## src/rtl/pwm_reg_bank_gen.sv

```systemverilog
// Register bank with shadowed period/duty and NUM_CH edge-aligned PWM outputs.
// Optional PWM_POLARITY_EN adds the POL register at 0x03 for output inversion.
module pwm_reg_bank_gen #(
  parameter int WIDTH  = 16,
  parameter int NUM_CH = 4
) (
  input  logic              clk,
  input  logic              rst_n,
  input  logic [7:0]        reg_addr_i,
  input  logic [WIDTH-1:0]  reg_wdata_i,
  input  logic              reg_write_i,
  output logic [WIDTH-1:0]  reg_rdata_o,
  output logic [NUM_CH-1:0] pwm_o,
  output logic              period_end_o
);

  localparam logic [7:0] A_CTRL   = 8'h00;
  localparam logic [7:0] A_PRESC  = 8'h01;
  localparam logic [7:0] A_PERIOD = 8'h02;
  localparam logic [7:0] A_STATUS = 8'h04;
  localparam logic [7:0] A_CNT    = 8'h05;

  logic              en;
  logic              pend;
  logic [WIDTH-1:0]  presc;
  logic [WIDTH-1:0]  period;
  logic [WIDTH-1:0]  period_sh;
  logic [WIDTH-1:0]  psh_nxt;
  logic [WIDTH-1:0]  pcnt;
  logic [WIDTH-1:0]  cnt;
  logic [WIDTH-1:0]  cnt_nxt;
  logic [WIDTH-1:0]  duty    [NUM_CH];
  logic [WIDTH-1:0]  duty_sh [NUM_CH];
  logic [WIDTH-1:0]  dsh_nxt [NUM_CH];
  logic [NUM_CH-1:0] pol;
  logic [NUM_CH-1:0] pwm_nxt;
  logic [WIDTH-1:0]  rd_nxt;
  logic              tick;
  logic              bnd;
  logic              do_load;
  logic              wr_ctrl;

  assign wr_ctrl = reg_write_i && (reg_addr_i == A_CTRL);

`ifdef PWM_POLARITY_EN
  localparam logic [7:0] A_POL = 8'h03;

  always_ff @(posedge clk or negedge rst_n) begin
    if (!rst_n) begin
      pol <= '0;
    end else if (reg_write_i && reg_addr_i == A_POL) begin
      pol <= NUM_CH'(reg_wdata_i);
    end
  end
`else
  assign pol = '0;
`endif

  always_comb begin
    tick    = en && (pcnt == presc);
    bnd     = tick && (cnt == period_sh);
    do_load = bnd && pend;
    cnt_nxt = cnt;
    if (!en || bnd) begin
      cnt_nxt = '0;
    end else if (tick) begin
      cnt_nxt = cnt + 1'b1;
    end
    psh_nxt = (!en || do_load) ? period : period_sh;
    pwm_nxt = '0;
    for (int n = 0; n < NUM_CH; n++) begin
      dsh_nxt[n] = (!en || do_load) ? duty[n] : duty_sh[n];
      pwm_nxt[n] = (en && (cnt_nxt < dsh_nxt[n])) ^ pol[n];
    end
  end

  always_comb begin
    rd_nxt = '0;
    unique case (1'b1)
      (reg_addr_i == A_CTRL):   rd_nxt = WIDTH'({pend, en});
      (reg_addr_i == A_PRESC):  rd_nxt = presc;
      (reg_addr_i == A_PERIOD): rd_nxt = period;
`ifdef PWM_POLARITY_EN
      (reg_addr_i == A_POL):    rd_nxt = WIDTH'(pol);
`endif
      (reg_addr_i == A_STATUS): rd_nxt = WIDTH'({en, pend});
      (reg_addr_i == A_CNT):    rd_nxt = cnt;
      default: begin
        for (int n = 0; n < NUM_CH; n++) begin
          if (reg_addr_i == 8'(16 + n)) rd_nxt = duty[n];
        end
      end
    endcase
  end

  always_ff @(posedge clk or negedge rst_n) begin
    if (!rst_n) begin
      en           <= 1'b0;
      pend         <= 1'b0;
      presc        <= '0;
      period       <= '1;
      period_sh    <= '1;
      pcnt         <= '0;
      cnt          <= '0;
      pwm_o        <= '0;
      period_end_o <= 1'b0;
      reg_rdata_o  <= '0;
      for (int n = 0; n < NUM_CH; n++) begin
        duty[n]    <= '0;
        duty_sh[n] <= '0;
      end
    end else begin
      pcnt         <= (!en || tick) ? '0 : pcnt + 1'b1;
      cnt          <= cnt_nxt;
      period_sh    <= psh_nxt;
      pwm_o        <= pwm_nxt;
      period_end_o <= bnd;
      reg_rdata_o  <= rd_nxt;
      for (int n = 0; n < NUM_CH; n++) begin
        duty_sh[n] <= dsh_nxt[n];
      end
      // a LOAD written on a boundary cycle survives to the next boundary
      if (!en || do_load) pend <= 1'b0;
      if (wr_ctrl) begin
        en <= reg_wdata_i[0];
        if (reg_wdata_i[1]) pend <= 1'b1;
      end
      if (reg_write_i && reg_addr_i == A_PRESC)  presc  <= reg_wdata_i;
      if (reg_write_i && reg_addr_i == A_PERIOD) period <= reg_wdata_i;
      for (int n = 0; n < NUM_CH; n++) begin
        if (reg_write_i && reg_addr_i == 8'(16 + n)) duty[n] <= reg_wdata_i;
      end
    end
  end

endmodule

```

## config.mk

```make
export PLATFORM = sky130hd
export DESIGN_NAME = pwm_reg_bank_gen
export DESIGN_NICKNAME = d
export VERILOG_FILES = /design/src/rtl/pwm_reg_bank_gen.sv
export SDC_FILE = /design/constraint.sdc
export NUM_CORES = 1
export LEC_CHECK = 0
export CAP_MARGIN = 20
export CORE_MARGIN = 2
export CORE_UTILIZATION = 52
export DETAILED_ROUTE_END_ITERATION = 16
export HOLD_SLACK_MARGIN = 0.15
export MAX_ROUTING_LAYER = met4
export PLACE_DENSITY = 0.8
export SLEW_MARGIN = 25
export SYNTH_ARGS = -nofsm -noshare
export SYNTH_HDL_FRONTEND = slang
export SYNTH_SLANG_ARGS = --single-unit
```

## constraint.sdc

```tcl
create_clock -name clk -period 3.4 [get_ports clk]
set_input_delay 1.02 -clock clk [delete_from_list [all_inputs] [get_ports clk]]
set_output_delay 1.02 -clock clk [all_outputs]
set_load 0.02 [all_outputs]
```

Word level (Yosys, flattened, before mapping). Index checks and enable logic that the tools add are counted.

Add/subtract/negate cells: 2. Magnitude comparators: 4. Equality and inequality tests: 10. Mux-type cells: 15. Reduce and logical (&&, ||, !) cells: 19.

Operators by type and width (number): $mux W16 (11); $pmux W16 S5 (1); $lt A16 B16 Y1 (4); $add A16 B1 Y16 const B (2); $eq A16 B16 Y1 (2); $eq A8 B5 Y1 const B (4); $eq A8 B3 Y1 const B (2); $logic_and A1 B1 Y1 (14); $eq A8 B1 Y1 const B (1); $eq A8 B2 Y1 const B (1); $logic_not A8 Y1 (1); $logic_or A1 B1 Y1 (3); $mux W1 (3); $logic_not A1 Y1 (1).

Register bits: 231. Input bits: 27. Output and inout port bits: 21. Word-level logic and storage cells: 68.

Logic depth before layout (Yosys ltp). Gate-level depths: netlist of run 1.

Word-level depth: 8. Mapped depth: 15.

Worst setup path after synthesis of run 1. Ideal clock, no wire load.

Path type: register to register. Start point: register pcnt[5]. End point: register pwm_o[1]. Arrival: 3.494 ns. Slack: -0.158 ns. Stages on the path, launching flop included: 14. Path through: dfrtp_1 -> xor2_1 -> nor4_2 -> nand4_2 -> o21ai_1 -> clkbuf_1 -> nor2_1 -> ha_1 -> a21o_1 -> a21o_1 -> a21o_1 -> a2111oi_0 -> and4_1 -> a21o_1.

Elaborated cells on any way between the ends: 11. Classes of those cells: 1 x order compare; 1 x eq/ne; 3 x mux; 6 x reduce/logical.

RTL lines: from (decl) (line 29) `logic [WIDTH-1:0] pcnt;`; from (signal assigned) (line 113) `pcnt <= (!en || tick) ? '0 : pcnt + 1'b1;`; $eq A16 B16 Y1 (*) (line 60) `tick = en && (pcnt == presc);`; $logic_and A1 B1 Y1 (*) (line 60); $logic_and A1 B1 Y1 (line 61) `bnd = tick && (cnt == period_sh);`; $logic_or A1 B1 Y1 (line 64) `if (!en || bnd) begin`; $mux W16 (*) (line 64); named net cnt_nxt[5] (line 31) `logic [WIDTH-1:0] cnt_nxt;`; $lt A16 B16 Y1 (*) (line 73) `pwm_nxt[n] = (en && (cnt_nxt < dsh_nxt[n])) ^ pol[n];`; $logic_and A1 B1 Y1 (*) (line 73); named net pwm_nxt[1] (line 36) `logic [NUM_CH-1:0] pwm_nxt;`; to (signal assigned) (line 116) `pwm_o <= pwm_nxt;`; to (decl) (line 13) `output logic [NUM_CH-1:0] pwm_o,`.

Mark *: on every way through the listed nets, which the timed path passes. The rest lies on a longest branch. A chain may end at the register's enable or synchronous reset.

Worst setup path in the final report of run 1.
Start point: register period_sh[11]. End point: register pwm_o[3].

Cells in the longest elaborated chain, start to end: 7. Elaborated cells on any way between the ends: 9. Classes of those cells: 1 x order compare; 1 x eq/ne; 2 x mux; 5 x reduce/logical.

Ends and longest elaborated chain: from (decl) (line 27) `logic [WIDTH-1:0] period_sh;`; from (signal assigned) (line 115) `period_sh <= psh_nxt;`; $eq A16 B16 Y1 (*) (line 61); $logic_and A1 B1 Y1 (*) (line 61); $logic_and A1 B1 Y1 (line 62) `do_load = bnd && pend;`; $logic_or A1 B1 Y1 (line 72) `dsh_nxt[n] = (!en || do_load) ? duty[n] : duty_sh[n];`; $mux W16 (line 72); $lt A16 B16 Y1 (*) (line 73); $logic_and A1 B1 Y1 (*) (line 73); named net pwm_nxt[3] (line 36).

Marks and branches as above.

==> results of run 1 <==
==> placed cells by master (no fill, tap or decap), types with 8 or more instances in the layout <==
cell / n
mux2_1: 10
a21o_1: 10
dfstp_2: 32
ha_4: 20
dfrtp_1: 199
clkbuf_16: 26
inv_2: 40
o21a_1: 8
xor2_1: 47
a22oi_1: 10
mux2_2: 104
o21ai_0: 8
and4_1: 8
and3_1: 11
clkdlybuf4s50_1: 46
clkbuf_1: 8
mux2i_2: 31
ha_1: 41
nor2_1: 48
buf_4: 181
a221oi_1: 16
a21oi_1: 14
mux2i_4: 17
mux2i_1: 22
nand4_1: 22
buf_12: 12
nor2_2: 9
nand2_1: 40
inv_1: 26
nand3_1: 28
==> cell usage after synthesis (2+ instances only) <==
| cell type | number |
|---|---|
| ha_1 | 62 |
| nand3b_1 | 2 |
| a22oi_1 | 10 |
| xor2_1 | 52 |
| and4_1 | 12 |
| nand2_1 | 41 |
| buf_6 | 5 |
| a21o_1 | 10 |
| a311oi_1 | 2 |
| a211oi_1 | 3 |
| dfrtp_1 | 199 |
| clkbuf_1 | 15 |
| nor3_1 | 8 |
| mux2i_1 | 30 |
| a211o_1 | 2 |
| o211a_1 | 2 |
| buf_1 | 3 |
| a221oi_1 | 16 |
| and2_1 | 2 |
| o21ai_0 | 14 |
| nand3_1 | 29 |
| inv_1 | 26 |
| nor2_1 | 58 |
| nor4_1 | 6 |
| a2bb2oi_1 | 8 |
| o21a_1 | 8 |
| nand4_1 | 22 |
| dfstp_2 | 32 |
| nor4_2 | 4 |
| mux2i_2 | 40 |
| a222oi_1 | 7 |
| inv_2 | 40 |
| buf_2 | 11 |
| nor2b_1 | 7 |
| mux2_1 | 10 |
| o2111ai_1 | 2 |
| xnor2_1 | 7 |
| o31ai_1 | 2 |
| a21oi_1 | 19 |
| and3_1 | 11 |
| mux2_2 | 104 |
==> metrics by stage <==
stage | cell area (um2) | hold slack (ns) | cells | setup TNS, ns | power [uW]
after floorplan | 11600 | 0.457 | 960 | 0 | 3340
after global placement | 13700 | 0.474 | 1430 | -0.713 | 3710
after detailed placement | 13700 | 0.478 | 1430 | -1.07 | 3730
after CTS | 15000 | 0.485 | 1488 | -0.170 | 6330
after global routing | 15400 | 0.508 | 1497 | -1.02 | 6660
final | 15400 | 0.465 | 1497 | -0.650 | 6450
==> metal layers <==
| metal | GRT usage [%] | share of wire, % | up-vias |
|---|---|---|---|
| li1 | - | - | 3917 |
| met5 | - | 0 | - |
| met1 | 38.9 | 40 | 4492 |
| met4 | 12.0 | 5.5 | 0 |
| met3 | 4.99 | 7.6 | 131 |
| met2 | 46.9 | 47 | 484 |
==> worst max-delay path, delay by kind of cell, from the launching register on <==
| family | cells | cell delay, ns |
|---|---|---|
| muxes | 1 | 0.30 |
| AOI/OAI and AO/OA | 3 | 0.36 |
| xor gates and xnor gates | 1 | 0.10 |
| DFF | 1 | 0.56 |
| and+or+nand+nor | 6 | 1.32 |
| buffers and inverters | 4 | 0.67 |
| adders and majority gates | 1 | 0.20 |
==> state kept, by name (all words and copies together) (netlist names) <==
register,count
duty,64
duty_sh,64
cnt,16
pcnt,16
period,16
period_sh,16
presc,16
reg_rdata_o,16
pwm_o,4
en,1
pend,1
period_end_o,1
==> layout make-up <==
cell class                      instances  area [um2]  share of cell area (%)
Clock buffer                           37         711                    4.61
Clock inverter                          7        35.0                   0.227
Inverter                               66         248                    1.61
Multi-Input combinational cell        628        6050                    39.2
Sequential cell                       231        5820                    37.7
Tap cell                              280         350                    2.27
Timing Repair Buffer                  248        2210                    14.4
==> cell families after synthesis <==
| logic type | count (synthesis) |
|---|---|
| multiplexers | 184 |
| flip-flops | 231 |
| buffers and inverters | 101 |
| AO/OA/AOI/OAI | 113 |
| XOR/XNOR | 59 |
| adder cells (fa/ha/maj) | 62 |
| AND/OR/NAND/NOR | 210 |
==> where the power goes <==
group,switching (uW),total (uW),internal (uW)
logic,479,969,490
registers,96.9,2970,2870
clock network,1080,2520,1440
==> what timing repair did <==
action,4_1_cts,5_1_grt
setup buffers,12,10
setup endpoints to repair,4,4
pin swaps,36,32
resized for setup,61,57
hold buffers,0,0
gates cloned,2,1
==> how the worst max path moves through the flow <==
stage / end / slack (ns) / cells past startpoint
CTS: pwm_o[0] / -0.06 / 16
global route: pwm_o[1] / -0.34 / 16
floorplan: pwm_o[1] / 0.02 / 15
detailed placement: pwm_o[0] / -0.30 / 16
global placement: pwm_o[1] / -0.21 / 15
finish: pwm_o[3] / -0.24 / 16
==> flow_summary.json, run 1 <==
{
  "status": "finished, violations left",
  "violations": "negative setup slack",
  "areaGrowthSynthToFinish_pct": 32.7,
  "cp_max_fo": 7,
  "r2r-end": "pwm_o[3]",
  "place_congestion": 0.983,
  "synth_edf_count": 0,
  "htree_levels": 1,
  "antenna_found_initial": 0,
  "ys_types": 58,
  "crit_path_top_delay_cell": "dfstp_2",
  "synth_top_family_by_area": "multiplexers",
  "firstDrtPassIters": 8,
  "min_period_over_period_pct": 107,
  "syn_area_um2": 11600,
  "worst_pin_slew_ns": 0.604,
  "overflow": 0,
  "path_class": "register to register",
  "rsz0062_at_grt": "true",
  "cts.sinks": 231,
  "portBuffers": 47,
  "rr_worst_depth": 16,
  "final_util_pct": 70.5,
  "finalHoldViolations": 0,
  "routed_via_density": 6.03,
  "syn_nets": 1049,
  "synth_top_area_share_pct": 42.8,
  "r2r_slack_ns": -0.24,
  "rows": 54,
  "routed_wl_mm": 35.0,
  "period_needed_ns": 3.64,
  "post-route-drc-count": 0,
  "fin_skew_ns": 0.0129,
  "cp_cell_sequence": "xor2_2, nor4_4, buf_4, and4_4, a31oi_4, buf_12, buf_12, mux2i_2, ha_4, nand4_1, nor3_2, buf_4, o21ai_1, and4b_1, and4_1, a22o_1",
  "dieWidth_um": 154,
  "yosys_warnings": 0,
  "maxCapViolations": 0,
  "clkTransAtPathRegs_ns": 0.06,
  "grtUsageTotal_pct": 29.8,
  "clock_latency_ns": 0.52,
  "cts.root.buffer_cell": "clkbuf_16",
  "dp_hpwl_mm": 24.4,
  "first_global_vias": 9312,
  "timing.final.ws_setup_ns": -0.244,
  "preCtsSetupSlack_ns": -0.305,
  "cp.arrival_ns": 4.05,
  "wire_per_inst_um": 23.4,
  "synth-xor-area-share_pct": 4.45,
  "max-vdd-ir-drop_mv": 0.341,
  "hp-class": "input port to asynchronous set/reset pin",
  "io_pins": 48,
  "slew_headroom_pct": 59.8,
  "yosys.area.top_type": "dfrtp_1",
  "synth_compound_area_share_pct": 7.28,
  "grt_max_degree": 73,
  "clock_path_buffers": 3,
  "fill_cells": 1430,
  "synth_fa_ha_area_share_pct": 6.67,
  "syn_inst": 960,
  "final_nets": 1288,
  "start_kind": "register",
  "leakage_uw": 0.00762,
  "die_h_um": 154,
  "drt_iter0_drc": 972,
  "cp.required_ns": 3.80,
  "antennaDiodeCount": 0,
  "dr_total_vias": 9024,
  "cp_slowest_stage_delay_ns": 0.56,
  "final_max_slew_viol_count": 0,
  "ys_seq_elements": 231,
  "ant_nets": 0,
  "syn_area_per_cell_um2": 12.1,
  "timing.fmax_ghz": 0.274,
  "setup_viol": 4,
  "critPathLaunch": "period_sh[11]",
  "ys_seq_area_share_pct": 50.1,
  "drive_above_1_share_pct": 43.7,
  "ys_async_sr_fraction_pct": 100,
  "grt_pass1_wl_mm": 52.7,
  "synth_area_leaders": "dfrtp_1 43%, mux2_2 10%, dfstp_2 7.2%",
  "cts_tree": "yes",
  "setup.worst_path.end_class": "register",
  "numCtsBuffers": 24,
  "p_per_area_nw_per_um2": 418,
  "core_area_um2": 21900,
  "synth_simple_gate_area_share_pct": 9.42,
  "die_area_um2": 23600,
  "synth-main-ff-cell": "dfrtp_1",
  "synthMuxAreaShare_pct": 18.4,
  "r2r_start": "period_sh[11]",
  "initial_core_util_pct": 53.1
}
No activity file was read; power rests on OpenSTA's default activity.
==> run 2, diff against run 1 <==
--- a/config.mk
+++ b/config.mk
@@ -10,7 +10,6 @@
 export CORE_UTILIZATION = 52
 export DETAILED_ROUTE_END_ITERATION = 16
 export HOLD_SLACK_MARGIN = 0.15
-export MAX_ROUTING_LAYER = met4
 export PLACE_DENSITY = 0.8
 export SLEW_MARGIN = 25
 export SYNTH_ARGS = -nofsm -noshare
==> run 2 against run 1 <==
The flow still finishes with violations (negative setup slack). Core utilization rose by 1.2 points. Final area increased by 1.7%. Sequential share of layout area shrank 0.63 points. Critical path depth down 1. Wire length grew 7.5%. Largest power group unchanged.
==> flow_summary.json, run 2 (synthesized netlist as in run 1, its figures left out) <==
{
  "drt_iter0_drc": 958,
  "whs_ns": 0.481,
  "dp_hpwl_mm": 24.5,
  "cts.sinks": 231,
  "clkTransAtPathRegs_ns": 0.06,
  "rows": 54,
  "worst_pin_slew_ns": 0.708,
  "m1WireLength_mm": 14.3,
  "grtUsageTotal_pct": 31.1,
  "cp.required_ns": 3.87,
  "crit_top_cell": "and4_1",
  "grt_max_degree": 87,
  "rr_worst_depth": 15,
  "cp_max_fo": 7,
  "p_per_area_nw_per_um2": 433,
  "htree_levels": 1,
  "setup_viol": 4,
  "cp_slowest_stage_delay_ns": 0.56,
  "numCtsBuffers": 26,
  "setup.worst_path.end_class": "register",
  "cts.root.buffer_cell": "clkbuf_16",
  "timing.final.ws_setup_ns": -0.228,
  "overflow": 0,
  "path_class": "register to register",
  "cp_num_cells": 15,
  "areaGrowthSynthToFinish_pct": 35.0,
  "cp_cell_sequence": "xor2_2, nor4_2, buf_4, and4_4, a31oi_4, buf_12, buf_8, mux2i_4, ha_1, and4_1, a221o_1, o21ai_1, and4b_1, and4_1, a22o_1",
  "clock_path_buffers": 3,
  "status": "finished, violations left",
  "largestRegisters": "duty (64), duty_sh (64)",
  "place_congestion": 0.996,
  "leakage_uw": 0.00774,
  "finalSetupTns_ns": -0.521,
  "cp.arrival_ns": 4.10,
  "final_nets": 1297,
  "die_area_um2": 23600,
  "postCtsHoldBufs": 0,
  "first_global_vias": 9755,
  "post-route-drc-count": 0,
  "wl_met3_mm": 3.08,
  "dr_wl_met2_mm": 17.6,
  "min_period_over_period_pct": 107,
  "grt_pass1_wl_mm": 56.8,
  "routed_wl_mm": 37.7,
  "start_kind": "register",
  "critPathBufInv": 3,
  "initial_core_util_pct": 53.1,
  "finalHoldViolations": 0,
  "antenna_found_initial": 0,
  "wire_per_inst_um": 25.0,
  "max-vdd-ir-drop_mv": 0.364,
  "highest_layer": "met4",
  "routed_via_density": 6.18,
  "final_max_slew_viol_count": 0,
  "final_common_cell": "dfrtp_1",
  "drive_above_1_share_pct": 45.0,
  "firstDrtPassIters": 6,
  "maxCapViolations": 0,
  "portBuffers": 47,
  "fin_skew_ns": 0.0113,
  "hp-class": "input port to asynchronous set/reset pin",
  "slew_headroom_pct": 52.8,
  "crit_family": "simple AND/OR/NAND/NOR gates",
  "fill_cells": 1373,
  "layout_common_cells": "198 x dfrtp_1, 182 x buf_4, 104 x mux2_2",
  "core_area_um2": 21900,
  "rsz0062_at_grt": "true",
  "clock_latency_ns": 0.53,
  "dr_total_vias": 9319,
  "crit_path_top_delay_cell": "dfstp_2",
  "die_h_um": 154,
  "cts_tree": "yes",
  "dieWidth_um": 154,
  "period_needed_ns": 3.63,
  "violations": "negative setup slack",
  "timing.fmax_ghz": 0.276,
  "io_pins": 48,
  "ant_nets": 0
}
## run 2: changes by cell type in the layout (fill, tap and decap cells not counted), sizes merged
cell / delta
buf: +8
bufinv: +2
clkbuf: +2
clkinv: -1
diode: +1
## run 2: what timing repair did
action / CTS / global route
buffers inserted: 21 / 16
endpoints found under the setup margin: 4 / 4
pin swaps: 53 / 37
gates cloned: 1 / 0
resized for setup: 88 / 56
## run 2: area by class of cell
type	count	area, um2	share of cell area (%)
inverter	66	248	1.58
clock inverter	8	93.8	0.598
sequential	231	5820	37.1
timing repair buffer	255	2260	14.4
multi-input combinational	628	6130	39.1
clock buffer	40	785	5.00
antenna	1	2.50	0.0159
tap	280	350	2.23
## run 2: report_power, final
group	switching, uW	internal (uW)	total (uW)
sequential	102	2870	2980
combinational	479	460	939
clock	1140	1740	2870
total	1720	5070	6790
## run 2: routing by layer
metal | global-route usage (%) | vias up
li1 | - | 3961
met1 | 41.0 | 4648
met2 | 49.1 | 541
met3 | 5.92 | 169
met4 | 16.8 | 0
met5 | 0 | -
## run 2: worst paths after layout
path,from,end,slack (ns)
max in group asynchronous,rst_n,period[15],2.05
min in group clk,duty_sh[1],duty_sh[1],0.49
hold / removal,rst_n,duty[3],0.48
hold reg to reg,duty_sh[1],duty_sh[1],0.49
setup reg to reg,period_sh[12],pwm_o[3],-0.23
setup / recovery,period_sh[12],pwm_o[3],-0.23
## run 2: stage by stage
stage	cells	util [%]	area, um2	power, uW	worst slack [ns]
global placement	1428	62.5	13700	3720	-0.335
detailed placement	1428	62.5	13700	3740	-0.401
CTS	1497	69.7	15300	6720	-0.0255
floorplan	960	-	11600	3340	0.0227
finish	1509	71.7	15700	6790	-0.228
global route	1508	71.7	15700	6990	-0.270
==> run 3, diff against run 2 <==
--- a/config.mk
+++ b/config.mk
@@ -10,7 +10,7 @@
 export CORE_UTILIZATION = 52
 export DETAILED_ROUTE_END_ITERATION = 16
 export HOLD_SLACK_MARGIN = 0.15
-export PLACE_DENSITY = 0.8
+export PLACE_DENSITY = 0.77
 export SLEW_MARGIN = 25
 export SYNTH_ARGS = -nofsm -noshare
 export SYNTH_HDL_FRONTEND = slang
==> constraint.sdc (replaced) <==
create_clock -name clk -period 4.4 [get_ports clk]
set_input_delay 0.88 -clock clk [delete_from_list [all_inputs] [get_ports clk]]
set_output_delay 0.88 -clock clk [all_outputs]
set_load 0.02 [all_outputs]
==> run 3 against run 2 <==
Register-to-register slack improved by 0.42 ns. Clock skew rose by 0.0012 ns. Setup slack better by 0.42 ns. Critical path type unchanged. Die area did not move. Sequential power fell by 23%. The run now ends clean.
==> flow_summary.json, run 3 (synthesized netlist as in run 1, its figures left out) <==
{
  "final_nets": 1122,
  "dr_total_vias": 8119,
  "post-route-drc-count": 0,
  "io_pins": 48,
  "slew_headroom_pct": 36.2,
  "cp.arrival_ns": 4.60,
  "dp_hpwl_mm": 22.3,
  "drive_above_1_share_pct": 28.9,
  "finalSetupTns_ns": 0,
  "cts_tree": "yes",
  "p_per_area_nw_per_um2": 366,
  "die_area_um2": 23600,
  "path_class": "register to register",
  "start_kind": "register",
  "rr_worst_depth": 14,
  "post-cts-setup-buffers": 0,
  "grt_max_degree": 124,
  "overflow": 0,
  "core_area_um2": 21900,
  "setup_viol": 0,
  "cts.sinks": 231,
  "preCtsSetupSlack_ns": 0.306,
  "die_h_um": 154,
  "worst_pin_slew_ns": 0.957,
  "min_period_over_period_pct": 95.6,
  "timing.final.ws_setup_ns": 0.193,
  "clkTransAtPathRegs_ns": 0.06,
  "rsz0062_at_grt": "false",
  "leakage_uw": 0.00671,
  "initial_core_util_pct": 53.1,
  "cts_resized": 0,
  "first_global_vias": 8272,
  "cp.required_ns": 4.80,
  "finalHoldViolations": 0,
  "antenna_found_initial": 0,
  "firstDrtPassIters": 7,
  "r2r_slack_ns": 0.19,
  "final_common_cell": "dfrtp_1",
  "cp_max_fo": 8,
  "timing.fmax_ghz": 0.238,
  "portBuffers": 47,
  "wire_per_inst_um": 23.0,
  "layout_common_cells": "199 x dfrtp_1, 104 x mux2_2, 62 x ha_1",
  "areaGrowthSynthToFinish_pct": 15.3,
  "status": "completed",
  "dieWidth_um": 154,
  "routed_via_density": 6.10,
  "antennaDiodeCount": 0,
  "cts.root.buffer_cell": "clkbuf_16",
  "routed_wl_mm": 30.6,
  "design_power_total_uw": 4900,
  "clock_path_buffers": 3,
  "grtUsageTotal_pct": 26.1,
  "max-vdd-ir-drop_mv": 0.455,
  "period_needed_ns": 4.21,
  "final_max_slew_viol_count": 0,
  "hp-class": "input port to asynchronous set/reset pin",
  "rows": 54,
  "postCtsHoldBufs": 0,
  "place_congestion": 0.990,
  "cp_cell_sequence": "xor2_1, nor4_1, nand4_1, o21ai_2, buf_4, nor2_1, buf_4, ha_1, a21oi_1, a2bb2oi_1, a21oi_1, o31ai_1, nand4_1, o21ai_0",
  "maxCapViolations": 0,
  "largestRegisters": "duty (64), duty_sh (64)",
  "ant_nets": 0,
  "numCtsBuffers": 24,
  "grt_pass1_wl_mm": 47.9,
  "fin_skew_ns": 0.0125,
  "setup.worst_path.end_class": "register",
  "cp_slowest_stage_delay_ns": 0.61,
  "htree_levels": 1,
  "clock_latency_ns": 0.52,
  "drt_iter0_drc": 733,
  "crit_path_top_delay_cell": "nor4_1"
}
run 3: layout make-up:
class	instances	area, um2
Clock buffer	36	747
Clock inverter	8	101
Fill cell	1734	8490
Inverter	66	248
Multi-Input combinational cell	628	5370
Sequential cell	231	5820
Tap cell	280	350
Timing Repair Buffer	82	763
run 3: worst paths after layout:
check | start | end
max reg2reg | cnt[2] | pwm_o[2]
max | cnt[2] | pwm_o[2]
max in group asynchronous | rst_n | period_sh[3]
min in group clk | duty_sh[38] | duty_sh[38]
min | rst_n | pcnt[12]
min reg2reg | duty_sh[38] | duty_sh[38]
run 3: power by group:
part	internal, uW	total (uW)	switching (uW)
combinational	192	468	276
sequential	2220	2290	67.0
clock	1290	2140	852
total	3700	4900	1190
run 3: layer usage:
metal	vias up	wire [um]	global-route usage [%]	part of all wire [%]
met3	94	2220	4.40	7.3
met1	4072	13000	36.2	42
met5	-	0	0	0
li1	3602	-	-	-
met4	0	1560	11.0	5.1
met2	351	13800	40.9	45
run 3: stage by stage:
| stage | hold slack, ns | area [um2] | util (%) | std cells |
|---|---|---|---|---|
| final | 0.449 | 13400 | 61.2 | 1331 |
| after global routing | 0.512 | 13400 | 61.2 | 1331 |
| after CTS | 0.497 | 13400 | 61.2 | 1331 |
| after detailed placement | 0.479 | 12500 | 57.3 | 1287 |
| after global placement | 0.474 | 12500 | 57.3 | 1287 |
| after floorplan | 0.457 | 11600 | - | 960 |
run 3: critical path, delay by kind of cell (launching register included):
family	cells	cell delay (ns)
buf+inv	2	0.37
compound gates	6	1.58
xor+xnor	1	0.19
simple gates	4	1.17
fa+ha+maj	1	0.29
flops	1	0.46
